===== config.mk =====
export PLATFORM = sky130hd
export DESIGN_NAME = store_align_unit
export DESIGN_NICKNAME = d
export VERILOG_FILES = /design/src/rtl/store_align_unit.sv
export SDC_FILE = /design/constraint.sdc
export NUM_CORES = 1
export LEC_CHECK = 0
export BUFFER_PORTS_ARGS = -buffer_cell sky130_fd_sc_hd__buf_4
export CAP_MARGIN = 20
export CORE_MARGIN = 4
export CORE_UTILIZATION = 55
export CTS_CLUSTER_DIAMETER = 40
export DETAILED_ROUTE_END_ITERATION = 12
export PLACE_DENSITY = 0.88
export SYNTH_ARGS = -nofsm -noshare
export SYNTH_HDL_FRONTEND = slang
export SYNTH_SLANG_ARGS = --single-unit

===== constraint.sdc =====
create_clock -name clk -period 2.4 [get_ports clk]
set_clock_uncertainty 0.05 [all_clocks]
set_input_delay 0.24 -clock clk [delete_from_list [all_inputs] [get_ports clk]]
set_output_delay 0.24 -clock clk [all_outputs]
set_load 0.02 [all_outputs]

===== src/rtl/store_align_unit.sv =====
// store_align_unit: turns a store request into word-aligned write beats with byte enables
module store_align_unit #(
   parameter bit ALLOW_SPLIT = 1'b1
) (
   input  logic        clk,
   input  logic        rst_n,
   input  logic        i_req_valid,
   output logic        o_req_ready,
   input  logic [31:0] i_req_addr,
   input  logic [31:0] i_req_data,
   input  logic [1:0]  i_req_size,
   output logic        o_mem_valid,
   input  logic        i_mem_ready,
   output logic [31:0] o_mem_addr,
   output logic [31:0] o_mem_wdata,
   output logic [3:0]  o_mem_we,
   output logic        o_done,
   output logic        o_err,
   output logic        o_busy
);

   typedef enum logic [1:0] {IDLE, BEAT0, BEAT1} state_t;

   state_t      r_state;
   state_t      w_next;
   logic        r_req_ready;
   logic        r_mem_valid;
   logic [31:0] r_mem_addr;
   logic [31:0] r_mem_wdata;
   logic [3:0]  r_mem_we;
   logic        r_done;
   logic        r_err;
   logic        r_busy;
   logic        r_split;
   logic [31:0] r_hi_addr;
   logic [31:0] r_hi_wdata;
   logic [3:0]  r_hi_we;

   logic [1:0]  w_off;
   logic [3:0]  w_base;
   logic [63:0] w_data64;
   logic [7:0]  w_mask8;
   logic        w_split;
   logic        w_reject;
   logic        w_accept;
   logic [31:0] w_lo_addr;
   logic        w_nxt_valid;
   logic [31:0] w_nxt_addr;
   logic [31:0] w_nxt_wdata;
   logic [3:0]  w_nxt_we;
   logic        w_nxt_done;
   logic        w_nxt_err;

   assign w_off     = i_req_addr[1:0];
   assign w_base    = (i_req_size == 2'b00) ? 4'b0001 : (i_req_size == 2'b01) ? 4'b0011 : 4'b1111;
   assign w_data64  = {32'b0, i_req_data} << {w_off, 3'b000};
   assign w_mask8   = {4'b0, w_base} << w_off;
   assign w_split   = |w_mask8[7:4];
   assign w_reject  = (i_req_size == 2'b11) || (w_split && !ALLOW_SPLIT);
   assign w_accept  = i_req_valid && r_req_ready;
   assign w_lo_addr = {i_req_addr[31:2], 2'b00};

   assign o_req_ready = r_req_ready;
   assign o_mem_valid = r_mem_valid;
   assign o_mem_addr  = r_mem_addr;
   assign o_mem_wdata = r_mem_wdata;
   assign o_mem_we    = r_mem_we;
   assign o_done      = r_done;
   assign o_err       = r_err;
   assign o_busy      = r_busy;

   // state register
   always_ff @(posedge clk or negedge rst_n) begin
      if (!rst_n) r_state <= IDLE;
      else        r_state <= w_next;
   end

   // next-state: accepted legal request -> BEAT0, each handshake advances a beat
   always_comb begin
      w_next = r_state;
      case (r_state)
         IDLE:    w_next = (w_accept && !w_reject) ? BEAT0 : IDLE;
         BEAT0:   w_next = i_mem_ready ? (r_split ? BEAT1 : IDLE) : BEAT0;
         BEAT1:   w_next = i_mem_ready ? IDLE : BEAT1;
         default: w_next = IDLE;
      endcase
   end

   // next output values: load beat0 on accept, swap in beat1 after beat0 handshake, hold while stalled
   always_comb begin
      w_nxt_valid = (w_next != IDLE);
      w_nxt_addr  = r_mem_addr;
      w_nxt_wdata = r_mem_wdata;
      w_nxt_we    = r_mem_we;
      if (w_next == IDLE) begin
         w_nxt_addr  = 32'd0;
         w_nxt_wdata = 32'd0;
         w_nxt_we    = 4'd0;
      end else if (r_state == IDLE) begin
         w_nxt_addr  = w_lo_addr;
         w_nxt_wdata = w_data64[31:0];
         w_nxt_we    = w_mask8[3:0];
      end else if (r_state == BEAT0 && w_next == BEAT1) begin
         w_nxt_addr  = r_hi_addr;
         w_nxt_wdata = r_hi_wdata;
         w_nxt_we    = r_hi_we;
      end
      w_nxt_done = i_mem_ready && ((r_state == BEAT0 && !r_split) || r_state == BEAT1);
      w_nxt_err  = w_accept && w_reject;
   end

   // registered outputs so nothing on the memory side depends combinationally on the request
   always_ff @(posedge clk or negedge rst_n) begin
      if (!rst_n) begin
         r_req_ready <= 1'b1;
         r_mem_valid <= 1'b0;
         r_mem_addr  <= 32'd0;
         r_mem_wdata <= 32'd0;
         r_mem_we    <= 4'd0;
         r_done      <= 1'b0;
         r_err       <= 1'b0;
         r_busy      <= 1'b0;
      end else begin
         r_req_ready <= (w_next == IDLE);
         r_mem_valid <= w_nxt_valid;
         r_mem_addr  <= w_nxt_addr;
         r_mem_wdata <= w_nxt_wdata;
         r_mem_we    <= w_nxt_we;
         r_done      <= w_nxt_done;
         r_err       <= w_nxt_err;
         r_busy      <= (w_next != IDLE);
      end
   end

   // upper-word beat captured at accept; the wrapped +4 address comes for free from 32-bit arithmetic
   always_ff @(posedge clk or negedge rst_n) begin
      if (!rst_n) begin
         r_split    <= 1'b0;
         r_hi_addr  <= 32'd0;
         r_hi_wdata <= 32'd0;
         r_hi_we    <= 4'd0;
      end else if (w_accept) begin
         r_split    <= w_split;
         r_hi_addr  <= w_lo_addr + 32'd4;
         r_hi_wdata <= w_data64[63:32];
         r_hi_we    <= w_mask8[7:4];
      end
   end

endmodule


==> results.yml, run 1 <==
pwr:
  p_clk_share_pct: 24.0
  leakage_nw: 3.736
  power.density_mw_per_mm2: 1252
  combPwrFrac_pct: 40.3
  ir_worst_vdd_mv: 0.8021
  power_frac_seq_pct: 35.6
  netSwitchingFraction_pct: 38.51
  intPower_mw: 6.324
  p_sw_mw: 3.960
synthesis:
  synth_edf_count: 0
  synthCells: 673
  seq_area_frac_synth_pct: 50.86
  async_flop_share_pct: 100.0
  ys_ff_latch: 130
  syn_area_mm2: 0.006399
  synth_area_per_cell_um2: 9.508
  synth_ff_type: "dfrtp_1"
  synth_cell_types: 49
  yosys_warnings: 0
worst_setup_path:
  crit_buf_inv: 0
  path_cells: "or2_2, nor2_1, a22oi_1, o31ai_1"
  end_kind: "register"
  critPathKind: "reg2reg"
  required_ns: 2.66
  critPathTopFamily: "simple AND/OR/NAND/NOR gates"
  path_max_fanout: 14
  start_kind: "register"
  arrival_ns: 2.37
  cp_slowest_cell: "nor2_1"
  slowest_delay_ns: 0.59
run:
  drv_cap: 0
finish:
  final_util_pct: 71.93
  diodes: 0
  layout.nets: 872
  syn_to_final_growth_pct: 28.35
  drive_above_1_share_pct: 26.48
place:
  port_buffers: 140
  dp_hpwl_um: 12840
  gp_routability_congestion: 0.9128
route:
  wl_per_cell_um: 19.78
  via_count: 6030
  antenna_left: 0
  vias_per_cell: 6.314
  drt_wl_total_um: 18890
  dr.pass1.iters: 5
  drc: 0
  initialDrtViolationCount: 505
floorplan:
  core_mm2: 0.01142
  dieHeight_um: 115.9
  start_util_pct: 56.04
  num_rows: 39
  die_x_um: 115.9
  die_area_mm2: 0.01342
  io_pins: 143
status:
  status: "complete, no violations"
timing:
  rsz0062_at_grt: "false"
  hold_viol: 0
  finalCritPeriodShare_pct: 87.99
  min_period_ns: 2.112
  fmax_ghz: 0.4735
  setup_violations: 0
  tightest_slew_ns: 0.6963
  setup_tns_ns: 0
  drv_slew: 0
  slew_headroom_pct: 53.41
clocking:
  clkSinkCount: 130
  clk_path_buf_depth: 2
  clock-root-buffer: "clkbuf_16"
  cts_tree: "done"
  clk_latency_ns: 0.41
  htree_levels: 4
  clk_pin_slew_ns: 0.06
  cts_buffers: 17
  post_cts_resized: 0
global_routing:
  grt_overflow_total: 0
  grt_use_total_pct: 28.84
  grt_max_degree: 51
  grt_pass1_wl_um: 30230
  grt_antenna_before_repair: 0
  grt_pass1_vias: 6068
min_path:
  holdCritPathClass: "in2reg"
-- flip-flops by register name (all words and copies together) (netlist names) --
name,flops
o_done,1
r_split,1
r_state,2
o_mem_wdata,32
r_hi_wdata,24
o_req_ready,1
o_mem_we,4
r_hi_addr,30
r_hi_we,3
o_busy,1
o_err,1
o_mem_addr,30
-- synthesized netlist by cell type, types with 2 or more instances --
master	count	area share, %
buf_4	3	0.35
clkbuf_1	37	2.2
nand2b_1	3	0.29
a21o_1	2	0.23
xnor2_1	6	0.82
a31oi_1	18	1.8
nor2_1	59	3.5
a221oi_1	15	2.1
and2_1	3	0.29
o21a_1	2	0.23
inv_1	7	0.41
mux2i_1	38	5.9
nand2_1	106	6.2
nand3_1	13	1.0
mux2_2	16	2.8
xor2_1	3	0.41
buf_1	5	0.29
o31ai_1	27	3.2
nor4_1	2	0.20
a22oi_1	16	1.9
and4_1	3	0.41
dfrtp_1	129	50
or3_2	4	0.47
a21oi_1	16	1.3
nand4_1	6	0.59
a211oi_1	2	0.23
and3_1	6	0.59
buf_2	6	0.47
o21ai_0	76	5.9
nor3_1	5	0.39
or4_1	13	1.5
a22o_1	9	1.2
-- worst paths after layout --
path                            startpoint              end  slack (ns)  cells past startpoint
min in group asynchronous            rst_n   o_mem_wdata[2]        0.37                      2
min                         i_req_data[31]   r_hi_wdata[23]        0.04                      2
max                             r_state[1]  o_mem_wdata[15]        0.29                      4
max reg2reg                     r_state[1]  o_mem_wdata[15]        0.29                      4
min reg2reg                o_mem_wdata[13]  o_mem_wdata[13]        0.43                      2
max in group asynchronous            rst_n      o_req_ready        1.22                      3
-- power groups by stage --
stage          Sequential [mW]  Clock (mW)  Combinational, mW
3_5_place_dp              3.66           0               4.09
2_1_floorplan             4.07           0               1.96
4_1_cts                   3.65        2.49               4.14
5_1_grt                   3.76        2.60               4.47
6_report                  3.66        2.47               4.15
3_3_place_gp              3.61           0               3.98
-- layout make-up --
cell class / instances / area [um2]
fillers: 812 / 3206
flip-flops and latches: 130 / 3254
inverters: 7 / 26.28
clock inverters: 5 / 50.05
well taps: 143 / 178.9
multi-input cells: 485 / 2919
repair buffers: 160 / 1269
clock buffers: 25 / 515.5
-- logic make-up after synthesis --
family | after synthesis | share of synthesized area, %
other cells | 1 | 0.05861
compound gates | 189 | 18.71
fa+ha+maj | 1 | 0.1955
simple gates | 230 | 16.41
flops | 130 | 50.86
buf+inv | 59 | 3.774
xor+xnor | 9 | 1.232
mux | 54 | 8.760
-- through the flow --
| stage | hold slack (ns) | area [um2] | setup slack (ns) | power (mW) | std cells |
|---|---|---|---|---|---|
| after floorplan | -0.1056 | 6402 | 0.4168 | 6.025 | 674 |
| after global placement | 0.2575 | 7627 | 0.2031 | 7.589 | 923 |
| after detailed placement | 0.2663 | 7627 | 0.1589 | 7.749 | 923 |
| after CTS | 0.02580 | 8213 | 0.3726 | 10.28 | 955 |
| after global routing | 0.03036 | 8213 | 0.1618 | 10.83 | 955 |
| final | 0.03717 | 8213 | 0.2882 | 10.28 | 955 |
-- layer usage --
| metal | global-route usage (%) | vias to the layer above | share of wire (%) |
|---|---|---|---|
| met2 | 47.87 | 385 | 49 |
| li1 | - | 2682 | - |
| met5 | 0 | - | 0 |
| met4 | 13.07 | 0 | 3.2 |
| met3 | 6.162 | 64 | 10 |
| met1 | 36.41 | 2899 | 37 |
-- what timing repair did --
item                      CTS  global route
hold endpoints to repair   49             0
buffers inserted            0             0
hold buffers                2             0
-- cells in the final DEF, fill, tap and decap left out, types with 16 or more instances in the layout --
master | netlist | layout
buf_4 | 3 | 153
mux2_2 | 16 | 16
a31oi_1 | 18 | 18
a22oi_1 | 16 | 16
nand2_1 | 106 | 106
o21ai_0 | 76 | 76
o31ai_1 | 27 | 27
clkbuf_16 | 0 | 17
nor2_1 | 59 | 59
dfrtp_1 | 129 | 129
mux2i_1 | 38 | 38
-- worst reg2reg max path: stages, from the launching register on --
cell and delay (ns):
dfrtp_1 0.45, or2_2 0.47, nor2_1 0.59, a22oi_1 0.17
o31ai_1 0.28
(Power assumes the default switching activity.)
==> inputs of run 2 (changes only) <==
==> config.mk (replaced) <==
export PLATFORM = sky130hd
export DESIGN_NAME = store_align_unit
export DESIGN_NICKNAME = d
export VERILOG_FILES = /design/src/rtl/store_align_unit.sv
export SDC_FILE = /design/constraint.sdc
export NUM_CORES = 1
export LEC_CHECK = 0
export CAP_MARGIN = 20
export CORE_MARGIN = 4
export CORE_UTILIZATION = 55
export CTS_CLUSTER_DIAMETER = 40
export DETAILED_ROUTE_END_ITERATION = 12
export DONT_BUFFER_PORTS = 1
export PLACE_DENSITY = 0.77
export SYNTH_ARGS = -nofsm -noshare
export SYNTH_HDL_FRONTEND = slang
export SYNTH_SLANG_ARGS = --single-unit
==> run 2 against run 1 <==
Compared with the run above: the flow now finishes with violations (negative hold slack); sequential share of layout area rose by 3.4 points; sequential power rose by 17%; combinational power fell by 36%; largest power group is now registers; final cell count fell by 9.8%; clock-buffer cell count fell by 3; total power fell by 10%; critical path depth rose by 2; die area did not move; via count fell by 8.6%.
==> results.yml, run 2 (synthesis results as in run 1) <==
finish:
  mostFrequentLayoutCells: "dfrtp_1 (129), nand2_1 (106), o21ai_0 (76), nor2_1 (59), dlygate4sd3_1 (50)"
  drive_above_1_share_pct: 10.45
  largest_reg_flops: 32
  num-fill-cells: 913
  diodes: 0
  fin_area_mm2: 0.007566
  syn_to_final_growth_pct: 18.24
  layout.nets: 776
  final_common_cell: "dfrtp_1"
timing:
  fmax_ghz: 0.4307
  hold_viol: 130
  slew_headroom_pct: 55.76
  finalCritPeriodShare_pct: 96.74
  min_period_ns: 2.322
  setup_violations: 0
  drv_slew: 0
  tightest_slew_ns: 0.6611
  setup_tns_ns: 0
  rsz0062_at_grt: "false"
  hold_slack_ns: -0.5218
clocking:
  clk_pin_slew_ns: 0.06
  cts_hold_buffers: 50
  cts_tree: "done"
  clk_latency_ns: 0.42
  htree_levels: 4
  clk_path_buf_depth: 2
  clkSinkCount: 130
  cts_setup_buffers: 0
  clock-root-buffer: "clkbuf_16"
  cts_buffers: 17
floorplan:
  die_x_um: 115.9
  start_util_pct: 56.04
  die_area_mm2: 0.01342
  dieHeight_um: 115.9
  io_pins: 143
  num_rows: 39
  core_mm2: 0.01142
min_path:
  holdCritPathClass: "in2async"
route:
  drc: 0
  antenna_left: 0
  wl_per_cell_um: 21.47
  via_count: 5511
  vias_per_cell: 6.401
  initialDrtViolationCount: 505
  dr.pass1.iters: 5
  drt_wl_total_um: 18490
status:
  violations: "negative hold slack"
  status: "complete, but fails checks"
global_routing:
  grt_pass1_wl_um: 28920
  grt_antenna_before_repair: 0
  grt_overflow_total: 0
  grt_use_total_pct: 27.85
  grt_max_degree: 131
  grt_pass1_vias: 5517
worst_setup_path:
  worstReg2RegStart: "r_state[0]"
  path_max_fanout: 9
  r2r_slack_ns: 0.27
  critPathKind: "in2reg"
  crit_start: "i_req_addr[2]"
  start_kind: "input pin"
  end_kind: "register"
  required_ns: 2.68
  arrival_ns: 2.60
place:
  gp_routability_congestion: 0.9451
  dp_hpwl_um: 11800
  dpl_cell_area_mm2: 0.006521
  port_buffers: 0
pwr:
  ir_worst_vdd_mv: 0.6511
  power.density_mw_per_mm2: 1222
  leakage_nw: 3.174
  p_clk_share_pct: 25.1
  netSwitchingFraction_pct: 40.05
  power_frac_seq_pct: 46.4
  p_sw_mw: 3.705
  combPwrFrac_pct: 28.5
  intPower_mw: 5.544
run:
  drv_cap: 0
==> run 2: changes by cell type in the layout (fill, tap and decap cells not counted), sizes merged <==
| cell | change |
|---|---|
| dlygate4sd3 | +48 |
| clkinv | +2 |
| buf | -144 |
| clkinvlp | +4 |
| clkbuf | -3 |
| bufinv | -1 |
==> run 2: cell type report <==
class | count | area [um2] | share of cell area, %
Sequential cell | 130 | 3254 | 43.01
Timing Repair Buffer | 64 | 643.1 | 8.500
Tap cell | 143 | 178.9 | 2.365
Multi-Input combinational cell | 485 | 2929 | 38.71
Inverter | 7 | 26.28 | 0.3473
Clock inverter | 10 | 60.06 | 0.7938
Clock buffer | 22 | 474.2 | 6.268
==> run 2: per-layer routing <==
metal	track usage (%)	part of all wire, %	up-vias
met5	0	0	-
met4	11.29	2.9	0
met3	8.407	9.1	46
met2	45.61	50	271
met1	34.60	38	2698
li1	-	-	2496
==> run 2: worst max-delay path: stages <==
cell and delay (ns):
dlygate4sd3_1 0.60, ha_2 0.24, nand4_2 0.17, or4_4 0.63
or4_1 0.51, a31oi_1 0.20
==> run 2: final timing paths <==
| path | endpoint | depth (start not counted) |
|---|---|---|
| max | r_hi_addr[28] | 6 |
| min | o_mem_wdata[7] | 0 |
| max reg2reg | o_mem_wdata[8] | 5 |
| min reg2reg | r_hi_addr[5] | 2 |
| max in group asynchronous | o_req_ready | 0 |
| min in group clk | o_mem_addr[9] | 2 |
==> run 2: through the flow <==
stage	util, %	instances	hold WS, ns	setup WS [ns]	total power, mW
2_1_floorplan	-	674	-0.1056	0.4168	6.025
3_3_place_gp	57.11	779	-0.1014	0.2765	6.712
3_5_place_dp	57.11	779	-0.1006	0.2117	6.842
4_1_cts	66.17	861	-0.5439	0.03157	9.260
5_1_grt	66.26	861	-0.5469	0.02514	9.740
6_report	66.26	861	-0.5218	0.07813	9.249
==> run 2: power by group through the flow <==
| stage | registers, mW | logic (mW) | clock network (mW) |
|---|---|---|---|
| 2_1_floorplan | 4.07 | 1.96 | 0 |
| 3_5_place_dp | 4.32 | 2.52 | 0 |
| 6_report | 4.29 | 2.64 | 2.32 |
| 4_1_cts | 4.29 | 2.62 | 2.35 |
| 3_3_place_gp | 4.28 | 2.43 | 0 |
| 5_1_grt | 4.38 | 2.90 | 2.45 |
==> run 2: timing repair <==
action / CTS / global route
endpoints found under the hold margin: 209 / 130
resized for setup: 0 / 3
endpoints found under the setup margin: 0 / 5
==> inputs of run 3 (changes only) <==
==> config.mk (replaced) <==
export PLATFORM = sky130hd
export DESIGN_NAME = store_align_unit
export DESIGN_NICKNAME = d
export VERILOG_FILES = /design/src/rtl/store_align_unit.sv
export SDC_FILE = /design/constraint.sdc
export NUM_CORES = 1
export LEC_CHECK = 0
export CAP_MARGIN = 10
export CORE_MARGIN = 2
export CORE_UTILIZATION = 44
export CTS_CLUSTER_DIAMETER = 40
export DETAILED_ROUTE_END_ITERATION = 12
export DONT_BUFFER_PORTS = 1
export PLACE_DENSITY = 0.66
export SYNTH_ARGS = -nofsm -noshare
export SYNTH_HDL_FRONTEND = slang
export SYNTH_SLANG_ARGS = --single-unit
==> run 3 against run 2 <==
Compared with the run above: the run still ends with negative hold slack left; die area up 16%; sequential share of layout area down 0.65 points; sequential power about the same; final cell count up 5.0%; cell area up 1.5%; combinational power down 3%; worst setup slack better by 0.046 ns; critical path type unchanged.
==> results.yml, run 3 (synthesis results as in run 1) <==
finish:
  final_common_cell: "dfrtp_1"
  multiInputGateArea_mm2: 0.002919
  regArea_mm2: 0.003254
  mostFrequentLayoutCells: "dfrtp_1 (129), nand2_1 (106), o21ai_0 (76), nor2_1 (59), dlygate4sd3_1 (52)"
  syn_to_final_growth_pct: 20.06
  largest_reg_flops: 32
  num-fill-cells: 1256
  drive_above_1_share_pct: 10.01
  layout.nets: 777
route:
  drt_wl_total_um: 18610
  via_count: 5453
  initialDrtViolationCount: 386
  dr.pass1.iters: 6
  antenna_left: 0
  wl_per_cell_um: 20.58
  vias_per_cell: 6.032
  drc: 0
timing:
  setup_violations: 0
  tightest_slew_ns: 0.8743
  min_period_ns: 2.276
  hold_viol: 130
  hold_slack_ns: -0.5334
  setup_tns_ns: 0
  slew_headroom_pct: 41.71
  finalCritPeriodShare_pct: 94.83
  drv_slew: 0
  rsz0062_at_grt: "false"
  fmax_ghz: 0.4394
status:
  status: "complete, but fails checks"
  violations: "negative hold slack"
worst_setup_path:
  cp_slowest_cell: "or4_1"
  end_kind: "register"
  path_cells: "dlygate4sd3_1, ha_1, nand4_2, or4_1, or4_1, a31oi_1"
  worstReg2RegStart: "r_state[1]"
  r2r_slack_ns: 0.28
  path_max_fanout: 9
  crit_buf_inv: 1
  slowest_delay_ns: 0.68
  critPathTopFamily: "simple AND/OR/NAND/NOR gates"
  arrival_ns: 2.57
  start_kind: "input pin"
  cpMostUsedCell: "or4_1"
  critPathKind: "in2reg"
  crit_start: "i_req_addr[3]"
  ff2ff_path_depth: 5
  required_ns: 2.69
  r2r-end: "o_mem_wdata[5]"
pwr:
  power.density_mw_per_mm2: 1249
  intPower_mw: 5.836
  p_sw_mw: 3.757
  netSwitchingFraction_pct: 39.16
  leakage_nw: 3.201
  ir_worst_vdd_mv: 0.6358
  power_frac_seq_pct: 44.8
  p_clk_share_pct: 28.5
  combPwrFrac_pct: 26.7
clocking:
  post_cts_resized: 0
  clk_path_buf_depth: 2
  cts_buffers: 17
  clk_latency_ns: 0.42
  cts_hold_buffers: 52
  clkSinkCount: 130
  htree_levels: 4
  cts_tree: "done"
  clk_pin_slew_ns: 0.06
  clock-root-buffer: "clkbuf_16"
  cts_setup_buffers: 0
floorplan:
  start_util_pct: 44.53
  die_x_um: 124.6
  core_mm2: 0.01437
  io_pins: 143
  num_rows: 44
  die_area_mm2: 0.01552
  dieHeight_um: 124.6
global_routing:
  grt_use_total_pct: 24.04
  grt_pass1_wl_um: 29460
  grt_antenna_before_repair: 1
  grt_overflow_total: 0
  grt_pass1_vias: 5461
  grt_max_degree: 131
place:
  gp_routability_congestion: 0.8792
  port_buffers: 0
  dp_hpwl_um: 11760
run:
  drv_cap: 0
min_path:
  holdCritPathClass: "in2async"
[run 3: cell types whose count changed in the layout (fill, tap and decap cells not counted), moves of 2 or more]
cell           previous run  this run
clkinv_4                  0         3
bufinv_16                 0         4
buf_12                    3         1
dlygate4sd3_1            50        52
clkinv_2                  6         2
clkbuf_8                  3         0
[run 3: worst max-delay path by stage]
stage               endpoint  cells after the start  slack [ns]
3_5_place_dp   r_hi_addr[28]                      5        0.28
2_1_floorplan  r_hi_addr[28]                      6        0.42
6_report       r_hi_addr[28]                      6        0.12
4_1_cts        r_hi_addr[28]                      6        0.14
5_1_grt        r_hi_addr[28]                      6        0.02
3_3_place_gp   r_hi_addr[28]                      5        0.27
[run 3: layout make-up]
cell class                      instances  share of cell area [%]
Antenna cell                            1                 0.03257
Clock buffer                           19                   5.635
Clock inverter                         13                   2.427
Inverter                                7                  0.3420
Multi-Input combinational cell        485                   38.00
Sequential cell                       130                   42.36
Tap cell                              184                   2.997
Timing Repair Buffer                   65                   8.208
[run 3: routing by layer]
layer | up-vias | part of all wire, % | GRT usage [%]
met1 | 2696 | 41 | 30.00
met5 | - | 0 | 0
met3 | 30 | 8.3 | 8.204
met2 | 236 | 49 | 38.86
met4 | 0 | 2.1 | 8.790
li1 | 2491 | - | -
[run 3: stage by stage]
step,instance area [um2],setup slack (ns),std cells,total power [mW],util [%]
after global placement,6540,0.2701,819,6.651,45.52
after CTS,7680,0.1381,903,9.616,53.45
after floorplan,6402,0.4168,674,6.025,-
final,7682,0.1240,904,9.593,53.47
after detailed placement,6540,0.2789,819,6.779,45.52
after global routing,7682,0.01742,904,10.09,53.47
[run 3: worst register-to-register path, cell delays in order, from the launching register on]
cell	delay, ns
dfrtp_1	0.45
or2_2	0.45
buf_4	0.26
nor3_2	0.47
a22oi_1	0.12
o21ai_0	0.22
[run 3: power by group through the flow]
stage                     combinational (mW)  clock (mW)  sequential [mW]
final                                   2.56        2.74             4.30
after detailed placement                2.45           0             4.33
after global placement                  2.35           0             4.30
after floorplan                         1.96           0             4.07
after global routing                    2.84        2.86             4.39
after CTS                               2.54        2.77             4.30
